`src/rtl/io_pkg.sv`:
```
// io_pkg: shared widths, the write-queue entry type and the FIFO pointer-width helper
// for the IO port controller.
package io_pkg;

    localparam int IO_ID_WID   = 8;
    localparam int IO_DATA_WID = 8;

    // One queued output write: destination port and byte.
    typedef struct packed {
        logic [IO_ID_WID-1:0]   id;
        logic [IO_DATA_WID-1:0] data;
    } io_entry_t;

    // Pointers carry one extra wrap bit so full and empty can be told apart.
    function automatic int io_ptr_wid(input int depth);
        return $clog2(depth) + 1;
    endfunction

endpackage

```
`src/rtl/io_sync_fifo.sv`:
```
// io_sync_fifo: synchronous FIFO with a push/full write side and a valid/ready read side.
// Handshake: the head entry transfers on a rising clk edge where o_valid && i_ready are
// both 1; o_data holds steady while o_valid && !i_ready. A push is taken when
// i_push && (!o_full || pop), so a full FIFO can accept a push on the cycle it pops.
module io_sync_fifo
    import io_pkg::*;
#(
    parameter int DEPTH = 4,
    parameter int WIDTH = 16
) (
    input  logic             i_clk,
    input  logic             i_rst_n,
    input  logic             i_push,
    input  logic [WIDTH-1:0] i_data,
    output logic             o_full,
    output logic             o_valid,
    input  logic             i_ready,
    output logic [WIDTH-1:0] o_data
);

    localparam int PTR_W = io_ptr_wid(DEPTH);
    localparam int IDX_W = PTR_W - 1;

    logic [WIDTH-1:0] r_mem [DEPTH];
    logic [PTR_W-1:0] r_wr_ptr;
    logic [PTR_W-1:0] r_rd_ptr;
    logic             w_empty;
    logic             w_full;
    logic             w_pop;
    logic             w_push;

    assign w_empty = (r_wr_ptr == r_rd_ptr);
    assign w_full  = (r_wr_ptr[PTR_W-1] != r_rd_ptr[PTR_W-1]) &&
                     (r_wr_ptr[IDX_W-1:0] == r_rd_ptr[IDX_W-1:0]);
    assign w_pop   = !w_empty && i_ready;
    assign w_push  = i_push && (!w_full || w_pop);

    // Storage and pointers; pointers wrap naturally through the extra MSB
    always_ff @(posedge i_clk or negedge i_rst_n) begin
        if (!i_rst_n) begin
            r_wr_ptr <= '0;
            r_rd_ptr <= '0;
            for (int i = 0; i < DEPTH; i++) begin
                r_mem[i] <= '0;
            end
        end else begin
            if (w_push) begin
                r_mem[r_wr_ptr[IDX_W-1:0]] <= i_data;
                r_wr_ptr                   <= r_wr_ptr + PTR_W'(1);
            end
            if (w_pop) begin
                r_rd_ptr <= r_rd_ptr + PTR_W'(1);
            end
        end
    end

    assign o_full  = w_full;
    assign o_valid = !w_empty;
    assign o_data  = w_empty ? '0 : r_mem[r_rd_ptr[IDX_W-1:0]];

endmodule

```
`src/rtl/io_port_ctrl.sv`:
```
// io_port_ctrl: processor-side IO port controller. Latches per-port output registers,
// queues accepted writes for an external peripheral, and returns synchronised input bytes.
// Optional macro IO_PORT_ERR_EN adds sticky range-error flags and a stalled-write counter.
module io_port_ctrl
    import io_pkg::*;
#(
    parameter int NUM_OUT_PORTS = 4,
    parameter int NUM_IN_PORTS  = 4,
    parameter int FIFO_DEPTH    = 4
) (
    input  logic                         clk,
    input  logic                         reset,
    input  logic [IO_ID_WID-1:0]         IO_port_ID,
    input  logic [IO_DATA_WID-1:0]       IO_write_data,
    input  logic                         IO_write_strobe,
    input  logic                         IO_read_strobe,
    input  logic [NUM_IN_PORTS*8-1:0]    in_port_data,
    output logic [IO_DATA_WID-1:0]       IO_read_data,
    output logic [NUM_OUT_PORTS*8-1:0]   out_port_data,
    output logic                         out_valid,
    input  logic                         out_ready,
    output logic [IO_ID_WID-1:0]         out_id,
    output logic [IO_DATA_WID-1:0]       out_data,
    output logic                         io_stall,
    output logic                         read_ack
`ifdef IO_PORT_ERR_EN
    ,
    output logic [1:0]                   err_flags,
    output logic [7:0]                   ovf_cnt
`endif
);

    localparam logic [IO_ID_WID-1:0] OUT_LIM = IO_ID_WID'(NUM_OUT_PORTS);
    localparam logic [IO_ID_WID-1:0] IN_LIM  = IO_ID_WID'(NUM_IN_PORTS);

    logic [NUM_IN_PORTS*8-1:0]  r_sync1;
    logic [NUM_IN_PORTS*8-1:0]  r_sync2;
    logic [NUM_OUT_PORTS*8-1:0] r_out_port;
    logic                       r_read_ack;
    logic                       w_wr_in_range;
    logic                       w_rd_in_range;
    logic                       w_wr_valid;
    logic                       w_full;
    logic                       w_pop;
    logic                       w_push;
    logic                       w_stall;
    logic [IO_DATA_WID-1:0]     w_read_data;
    io_entry_t                  w_push_entry;
    io_entry_t                  w_head;
    logic [$bits(io_entry_t)-1:0] w_head_bits;

    assign w_wr_in_range = (IO_port_ID < OUT_LIM);
    assign w_rd_in_range = (IO_port_ID < IN_LIM);
    assign w_wr_valid    = IO_write_strobe && w_wr_in_range;
    assign w_pop         = out_valid && out_ready;
    assign w_push        = w_wr_valid && (!w_full || w_pop);
    assign w_stall       = w_wr_valid && w_full && !out_ready;
    assign w_push_entry  = '{id: IO_port_ID, data: IO_write_data};

    io_sync_fifo #(
        .DEPTH (FIFO_DEPTH),
        .WIDTH ($bits(io_entry_t))
    ) u_fifo (
        .i_clk   (clk),
        .i_rst_n (reset),
        .i_push  (w_push),
        .i_data  (w_push_entry),
        .o_full  (w_full),
        .o_valid (out_valid),
        .i_ready (out_ready),
        .o_data  (w_head_bits)
    );

    assign w_head = io_entry_t'(w_head_bits);

    // Two-flop synchroniser on every external input byte
    always_ff @(posedge clk or negedge reset) begin
        if (!reset) begin
            r_sync1 <= '0;
            r_sync2 <= '0;
        end else begin
            r_sync1 <= in_port_data;
            r_sync2 <= r_sync1;
        end
    end

    // Input-port select; out-of-range IDs read as zero
    always_comb begin
        w_read_data = '0;
        for (int i = 0; i < NUM_IN_PORTS; i++) begin
            if (IO_port_ID == IO_ID_WID'(i)) begin
                w_read_data = r_sync2[i*8 +: 8];
            end
        end
    end

    // Output registers track the last accepted write per port; read_ack follows a valid read
    always_ff @(posedge clk or negedge reset) begin
        if (!reset) begin
            r_out_port <= '0;
            r_read_ack <= 1'b0;
        end else begin
            for (int i = 0; i < NUM_OUT_PORTS; i++) begin
                if (w_push && (IO_port_ID == IO_ID_WID'(i))) begin
                    r_out_port[i*8 +: 8] <= IO_write_data;
                end
            end
            r_read_ack <= IO_read_strobe && w_rd_in_range;
        end
    end

`ifdef IO_PORT_ERR_EN
    logic [1:0] r_err_flags;
    logic [7:0] r_ovf_cnt;

    // Sticky range-error flags and a saturating count of stalled-write cycles
    always_ff @(posedge clk or negedge reset) begin
        if (!reset) begin
            r_err_flags <= '0;
            r_ovf_cnt   <= '0;
        end else begin
            if (IO_write_strobe && !w_wr_in_range) begin
                r_err_flags[0] <= 1'b1;
            end
            if (IO_read_strobe && !w_rd_in_range) begin
                r_err_flags[1] <= 1'b1;
            end
            if (w_stall && (r_ovf_cnt != 8'hFF)) begin
                r_ovf_cnt <= r_ovf_cnt + 8'd1;
            end
        end
    end

    assign err_flags = r_err_flags;
    assign ovf_cnt   = r_ovf_cnt;
`endif

    assign IO_read_data  = w_read_data;
    assign out_port_data = r_out_port;
    assign out_id        = w_head.id;
    assign out_data      = w_head.data;
    assign io_stall      = w_stall;
    assign read_ack      = r_read_ack;

endmodule

```
`config.mk`:
```
export PLATFORM = sky130hd
export DESIGN_NAME = io_port_ctrl
export DESIGN_NICKNAME = d
export VERILOG_FILES = /design/src/rtl/io_pkg.sv /design/src/rtl/io_sync_fifo.sv /design/src/rtl/io_port_ctrl.sv
export SDC_FILE = /design/constraint.sdc
export NUM_CORES = 1
export LEC_CHECK = 0
export BUFFER_PORTS_ARGS = -buffer_cell sky130_fd_sc_hd__clkbuf_2
export CAP_MARGIN = 0
export CELL_PAD_IN_SITES_DETAIL_PLACEMENT = 2
export CELL_PAD_IN_SITES_GLOBAL_PLACEMENT = 2
export CORE_AREA = 3 3 132 134
export CTS_CLUSTER_DIAMETER = 60
export DETAILED_ROUTE_END_ITERATION = 10
export DIE_AREA = 0 0 135 137
export PLACE_DENSITY_LB_ADDON = 0.3
export RECOVER_POWER = 25
export SLEW_MARGIN = 10
export SYNTH_ARGS = -nofsm -noshare
export SYNTH_HDL_FRONTEND = slang
export SYNTH_SLANG_ARGS = --single-unit
```
`constraint.sdc`:
```
create_clock -name clk -period 2.6 [get_ports clk]
set_clock_uncertainty 0.05 [all_clocks]
set_input_delay 0.26 -clock clk [delete_from_list [all_inputs] [get_ports clk]]
set_output_delay 0.26 -clock clk [all_outputs]
set_load 0.02 [all_outputs]
```
==> results.yml, run 1 <==
die:
  start_util_pct: 39.35
  floorplan.die.width_um: 135
  core.rowCount: 47
  floorplan.core_area_mm2: 0.01641
  die_area_mm2: 0.01850
  num_io_pins: 112
  chipHeight_um: 137
clock_network:
  worst_setup_hold_path_clk_slew_ps: 70
  post_cts_buffers: 0
  clk_path_buf_depth: 2
  cts.root.buffer_cell: "sky130_fd_sc_hd__clkbuf_16"
  cts.sink_count: 167
  total_number_of_h_tree_levels: 4
  cts-buffers-inserted: 17
  tritoncts: "done"
  worst_skew_pair_later_pin_latency_ps: 420
timing:
  final.setup.worst_slack_ps: 255.2
  max_clock_freq_ghz: 0.4265
  rsz0062_at_grt: "false"
  timing.final.crit_share_pct: 90.18
  finalSetupViolations: 0
  slew_headroom_pct: -21.03
  slew_viol_final: 69
  setup_tns_ps: 0
  finalHoldViolations: 0
  worst_tran_pin_value_ps: 1815
  hold-worst-slack_ps: 39.28
  final.min_clock_period_ps: 2345
placement:
  hpwlAfterDp_um: 9983
  pre_cts_setup_slack_ps: 417.5
  numPortBuffers: 111
  placed_cell_count: 698
  gp_congestion: 0.7514
finish:
  nets: 588
  most_common_cell_after_layout_fill_and_taps_aside: "sky130_fd_sc_hd__dfrtp_1"
  post_route_cells_drive_above_1_share_pct: 47.51
  final_cells: 763
  num_antenna_cells: 0
  area.growth.synth_to_final_pct: 26.47
  most_frequent_cells_in_the_layout: "sky130_fd_sc_hd__dfrtp_1 (167), sky130_fd_sc_hd__clkbuf_2 (108), sky130_fd_sc_hd__mux2_2 (59), sky130_fd_sc_hd__dlygate4sd3_1 (33)"
critical_path:
  path_class: "reg -> out"
  worst_setup_path_start_kind: "flip-flop"
  worst-path-max-fanout: 10
  timing.critical_path.arrival_ps: 2030
  cp-end-kind: "primary output"
  worst-endpoint-required_ps: 2290
  rr_worst_depth: 6
outcome:
  outcome: "finished with violations"
  violations: "capacitance limit, slew limit"
pwr:
  power_leakage_uw: 0.004067
  power_uw: 6189
  ir_drop_v: 0.0005270
  cellPowerDensity_mw_per_mm2: 757.9
min_path:
  holdPathStages: 2
  worst_hold_path_type: "in -> reg"
grt:
  wire_length_of_the_first_global_routing_pass_um: 25940
  gr_overflow_total: 0
  grt_max_degree: 71
  grt_pass1_vias: 4535
  grt_usage_pct: 18.82
  antenna_found_initial: 0
drt:
  detail_route.wl_per_cell_um: 21.36
  drtAntennaViolNets: 0
  drt-total-wl_um: 16300
  drt_drc_violations_left: 0
  first_iter_violations: 112
  route.detailed.vias_per_inst: 4.877
  drt-pass1-iter-count: 4
  vias: 3721
logic_synthesis:
  post_synth_instance_area_mm2: 0.006456
  synthCells: 372
  post_synthesis_sequential_area_ratio_pct: 64.73
  synthDistinctLibCells: 28
  yosys_register_bits: 167
  yosys_warnings: 0
  synth_area_per_cell_um2: 17.36
  synth_fp_nets: 430
flow_run:
  max_capacitance_violation_count: 1
## synth_stat cells
cell type,instances,area (um^2)
sky130_fd_sc_hd__nor2_1,2,7.510
sky130_fd_sc_hd__mux4_1,5,131.4
sky130_fd_sc_hd__and4_1,1,8.760
sky130_fd_sc_hd__nand2_1,6,22.52
sky130_fd_sc_hd__nor2b_1,19,118.9
sky130_fd_sc_hd__ha_1,5,62.56
sky130_fd_sc_hd__nor3_4,8,130.1
sky130_fd_sc_hd__and3_1,9,56.30
sky130_fd_sc_hd__mux2_4,15,225.2
sky130_fd_sc_hd__buf_1,1,3.750
sky130_fd_sc_hd__clkbuf_1,6,22.52
sky130_fd_sc_hd__buf_6,7,78.83
sky130_fd_sc_hd__nand3_1,2,10.01
sky130_fd_sc_hd__buf_2,4,20.02
sky130_fd_sc_hd__nand2_4,1,11.26
sky130_fd_sc_hd__mux4_2,19,427.9
sky130_fd_sc_hd__nor4b_2,1,15.01
sky130_fd_sc_hd__xnor2_1,3,26.28
sky130_fd_sc_hd__mux2_2,59,664.4
sky130_fd_sc_hd__nand3b_1,2,15.01
sky130_fd_sc_hd__inv_1,2,7.510
sky130_fd_sc_hd__or3b_4,1,11.26
sky130_fd_sc_hd__or3_1,1,6.260
sky130_fd_sc_hd__and2b_1,5,37.54
sky130_fd_sc_hd__nor4_4,1,21.27
sky130_fd_sc_hd__and2_1,16,100.1
sky130_fd_sc_hd__dfrtp_1,167,4179
sky130_fd_sc_hd__xor2_1,4,35.03
## worst max-delay path, stage by stage (launching register included)
cell,delay [ps]
sky130_fd_sc_hd__dfrtp_1,430
sky130_fd_sc_hd__xor2_1,200
sky130_fd_sc_hd__nor4b_4,260
sky130_fd_sc_hd__buf_4,310
sky130_fd_sc_hd__and4_1,220
sky130_fd_sc_hd__clkbuf_2,180
## per-stage QoR
| step | utilization [%] | area [um^2] |
|---|---|---|
| 5_1_grt | 49.77 | 8165 |
| 2_1_floorplan | - | 6456 |
| 3_5_place_dp | 44.49 | 7300 |
| 6_report | 49.77 | 8165 |
| 3_3_place_gp | 44.49 | 7300 |
| 4_1_cts | 49.89 | 8185 |
## flip-flops by register name, indices dropped and copies added, names as in the netlist
register and cells:
u_fifo.r_mem 64, out_port_data 32, r_sync1 32, r_sync2 32, u_fifo.r_rd_ptr 3, u_fifo.r_wr_ptr 3, read_ack 1
## cells by family after synthesis
kind of cell | Yosys count | share of synthesized area, %
adder cells (fa/ha/maj) | 5 | 0.9690
multiplexers | 98 | 22.44
AND/OR/NAND/NOR | 75 | 8.856
flip-flops | 167 | 64.73
XOR/XNOR | 7 | 0.9496
buffers and inverters | 20 | 2.054
## what timing repair did
item                                    CTS  global route
hold buffers                             33             0
endpoints found under the setup margin    0            16
endpoints found under the hold margin   100             0
gates resized for setup                   0             1
## power breakdown
group / total, uW / switching [uW] / leakage [uW] / internal (uW)
Clock: 2410 / 1150 / 0.000270 / 1260
Combinational: 952 / 533 / 0.00163 / 419
Sequential: 2830 / 87.7 / 0.00216 / 2740
Total: 6190 / 1770 / 0.00407 / 4420
## final timing paths
path	startpoint	endpoint	slack (ps)
max	u_fifo.r_wr_ptr[1]	io_stall	260
min	IO_read_strobe	read_ack	40
max reg2reg	u_fifo.r_wr_ptr[0]	u_fifo.r_mem[2]	470
min reg2reg	r_sync1[6]	r_sync2[6]	300
max in group asynchronous	reset	u_fifo.r_mem[51]	600
min in group asynchronous	reset	u_fifo.r_mem[60]	840
## metal layers
layer,vias up,wire (um),GRT usage [%],share of wire (%)
met5,-,0,0,0
met4,0,316,6.495,1.9
met3,19,479,4.044,2.9
met2,73,8999,34.30,55
met1,2008,6506,22.05,40
li1,1621,-,-,-
## area by class of cell
class | instances | area [um^2]
clock buffer | 17 | 425.4
clock inverter | 15 | 130.1
fill | 1511 | 8242
inverter | 2 | 7.507
multi-input combinational | 185 | 2143
sequential | 167 | 4179
tap | 220 | 275.3
timing repair buffer | 157 | 1005
Power figures use the tool's default switching activity.
==> run 2: changes to the inputs <==
--- a/config.mk
+++ b/config.mk
@@ -5,14 +5,15 @@
 export SDC_FILE = /design/constraint.sdc
 export NUM_CORES = 1
 export LEC_CHECK = 0
+export ABC_AREA = 1
 export BUFFER_PORTS_ARGS = -buffer_cell sky130_fd_sc_hd__clkbuf_2
 export CAP_MARGIN = 0
 export CELL_PAD_IN_SITES_DETAIL_PLACEMENT = 2
 export CELL_PAD_IN_SITES_GLOBAL_PLACEMENT = 2
-export CORE_AREA = 3 3 132 134
+export CORE_AREA = 3 3 145 147
 export CTS_CLUSTER_DIAMETER = 60
 export DETAILED_ROUTE_END_ITERATION = 10
-export DIE_AREA = 0 0 135 137
+export DIE_AREA = 0 0 148 150
 export PLACE_DENSITY_LB_ADDON = 0.3
 export RECOVER_POWER = 25
 export SLEW_MARGIN = 10
==> run 2 against run 1 <==
Net effect: the run still ends with capacitance limit, slew limit left; largest power group unchanged; clock power is 6% higher; core utilization fell by 6.7 points; global-route usage is 2.9 points higher; critical path type unchanged.
==> results.yml, run 2 <==
pwr:
  ir_drop_v: 0.0004188
  power_leakage_uw: 0.004708
  cellPowerDensity_mw_per_mm2: 825.7
critical_path:
  cp_slowest_cell: "sky130_fd_sc_hd__buf_4"
  worst_setup_path_start_kind: "flip-flop"
  worst-endpoint-required_ps: 2290
  worst-path-max-fanout: 35
  cp-end-kind: "primary output"
  cp-startpoint: "u_fifo.r_rd_ptr[0]"
  cp_slowest_stage_delay_ps: 370
  cp_cell_sequence: "buf_4, nand2_1, nand2_1, nor2_2, nand2_1, buf_4, nand2_1, inv_1, clkbuf_2"
  timing.critical_path.mode_cell: "sky130_fd_sc_hd__nand2_1"
  path_class: "reg -> out"
  reg2reg_from: "u_fifo.r_rd_ptr[0]"
  timing.critical_path.arrival_ps: 2110
outcome:
  violations: "capacitance limit, slew limit"
  outcome: "finished with violations"
finish:
  most_frequent_cells_in_the_layout: "sky130_fd_sc_hd__nand2_1 (245), sky130_fd_sc_hd__dfrtp_1 (167), sky130_fd_sc_hd__clkbuf_2 (105), sky130_fd_sc_hd__nand4_1 (79), sky130_fd_sc_hd__inv_1 (53)"
  final_cells: 1147
  post_route_cells_drive_above_1_share_pct: 21.21
  multiInputGateArea_mm2: 0.002101
  area.sequential_mm2: 0.004179
  largest_reg_flops: 64
  area.growth.synth_to_final_pct: 28.04
  num_antenna_cells: 0
  final_area_mm2: 0.008640
  max_flop_register: "u_fifo.r_mem"
  most_common_cell_after_layout_fill_and_taps_aside: "sky130_fd_sc_hd__nand2_1"
  nets: 922
  nFillCells: 2208
logic_synthesis:
  synth_compound_gate_area_share_pct: 4.079
  asyncSetResetFlopFracSynth_pct: 100.0
  synth.cells.most_frequent: "sky130_fd_sc_hd__nand2_1 (245), sky130_fd_sc_hd__dfrtp_1 (167), sky130_fd_sc_hd__nand4_1 (79)"
  synth_top_cell_by_area: "sky130_fd_sc_hd__dfrtp_1"
  yosys_warnings: 0
  main_combinational_cell_family_by_area_after_synthesis: "simple AND/OR/NAND/NOR gates"
  synth_area_leaders: "sky130_fd_sc_hd__dfrtp_1 (62%), sky130_fd_sc_hd__nand2_1 (14%), sky130_fd_sc_hd__nand4_1 (7.3%)"
  post_synth_instance_area_mm2: 0.006748
  synthAdderAreaFrac_pct: 0.9271
  yosys_register_bits: 167
  yosys-mux-area-fraction_pct: 0
  synth_fp_nets: 776
  synthDistinctLibCells: 23
  synth_edf_count: 0
  yosysTopAreaCellShare_pct: 61.93
  synth_area_per_cell_um2: 9.398
  most_common_cell_in_the_synthesized_netlist: "sky130_fd_sc_hd__nand2_1"
  ys_dominant_reg_cell: "sky130_fd_sc_hd__dfrtp_1"
  synthCells: 718
  yosys.area_share.simple_pct: 25.87
  post_synthesis_sequential_area_ratio_pct: 61.93
  yosys.area_share.xor_xnor_pct: 0.2596
timing:
  final.min_clock_period_ps: 2421
  finalHoldViolations: 0
  hold-worst-slack_ps: 106.1
  setup_tns_ps: 0
  worst_tran_pin_value_ps: 1829
  timing.final.crit_share_pct: 93.11
  finalSetupViolations: 0
  slew_headroom_pct: -21.91
  rsz0062_at_grt: "false"
  max_clock_freq_ghz: 0.4131
  slew_viol_final: 69
clock_network:
  clk_path_buf_depth: 2
  worst_skew_pair_later_pin_latency_ps: 430
  total_number_of_h_tree_levels: 4
  cts-buffers-inserted: 17
  worst_setup_hold_path_clk_slew_ps: 80
  cts.sink_count: 167
  postCtsResizedCells: 0
  tritoncts: "done"
  cts.root.buffer_cell: "sky130_fd_sc_hd__clkbuf_16"
drt:
  route.detailed.vias_per_inst: 5.005
  vias: 5741
  first_iter_violations: 253
  drt_drc_violations_left: 0
  drt-pass1-iter-count: 4
  drtAntennaViolNets: 0
  drt-total-wl_um: 22920
  detail_route.wl_per_cell_um: 19.98
placement:
  numPortBuffers: 111
  gp_congestion: 0.7865
  hpwlAfterDp_um: 15180
  placed_cell_count: 1081
  post_dp_cell_area_mm2: 0.007710
grt:
  wire_length_of_the_first_global_routing_pass_um: 37020
  grt_max_degree: 70
  gr_overflow_total: 0
  grt_usage_pct: 21.75
  antenna_found_initial: 0
  grt_pass1_vias: 6701
die:
  floorplan.die.width_um: 148
  core.rowCount: 52
  chipHeight_um: 150
  floorplan.core_area_mm2: 0.02004
  die_area_mm2: 0.02220
  num_io_pins: 112
  start_util_pct: 33.67
flow_run:
  max_capacitance_violation_count: 1
min_path:
  holdCritStartpoint: "IO_port_ID[6]"
  worst_hold_path_type: "in -> reg"
## run 2: changes by cell type after synthesis, moves of 34 or more
cell,change
sky130_fd_sc_hd__mux2_2,-59
sky130_fd_sc_hd__inv_1,+51
sky130_fd_sc_hd__nor2_1,+36
sky130_fd_sc_hd__nand4_1,+79
sky130_fd_sc_hd__nand2_1,+239
sky130_fd_sc_hd__o21ai_0,+34
## run 2: routing by layer
layer  global-route usage, %  up-vias  wire (um)
met4                   6.282        0        435
met3                   4.724       32       1001
met5                       0        -          0
met1                   26.30     2945       9478
li1                        -     2622          -
met2                   39.10      142      12010
## run 2: per-stage QoR
step	setup WS, ps	power (uW)	util [%]
after CTS	125.8	7226	43.18
after global routing	21.68	7548	43.11
after floorplan	701.0	3891	-
after global placement	584.6	4519	38.47
final	179.1	7134	43.11
after detailed placement	452.5	4603	38.47
## run 2: where the power goes
group          switching [uW]  internal [uW]  leakage, uW  total [uW]
logic                    1250            559      0.00224        1810
registers                66.6           2710      0.00217        2770
clock network            1250           1300     0.000296        2560
## run 2: cells by family (layout without fill, tap and decap cells)
logic type | count (synthesis) | after routing
AO/OA/AOI/OAI | 51 | 51
XOR/XNOR | 2 | 2
adder cells (fa/ha/maj) | 5 | 5
buffers and inverters | 105 | 264
flip-flops | 167 | 167
AND/OR/NAND/NOR | 388 | 388
## run 2: final cells by class
class / count / area share [%]
clock buffer: 17 / 4.924
tap: 270 / 3.910
clock inverter: 15 / 2.056
inverter: 56 / 2.433
multi-input combinational: 446 / 24.32
sequential: 167 / 48.37
timing repair buffer: 176 / 13.99
## run 2: worst max-delay path: cells and delay by family, from the launching register on
kind,cells,cell delay [ps]
buf+inv,4,870
simple gates,5,420
flops,1,360
## run 2: what timing repair did
item                      in CTS  in global routing
hold endpoints to repair      98                  0
hold buffers                  34                  0
buffers inserted               0                  0
## run 2: final timing paths
| path | endpoint | slack (ps) | depth (start not counted) |
|---|---|---|---|
| min in group asynchronous | r_sync2[22] | 810 | 2 |
| hold / removal | read_ack | 110 | 4 |
| hold reg to reg | r_sync2[28] | 300 | 0 |
| setup / recovery | out_data[6] | 180 | 9 |
| max in group asynchronous | u_fifo.r_mem[16] | 540 | 3 |
| setup reg to reg | out_port_data[24] | 450 | 9 |
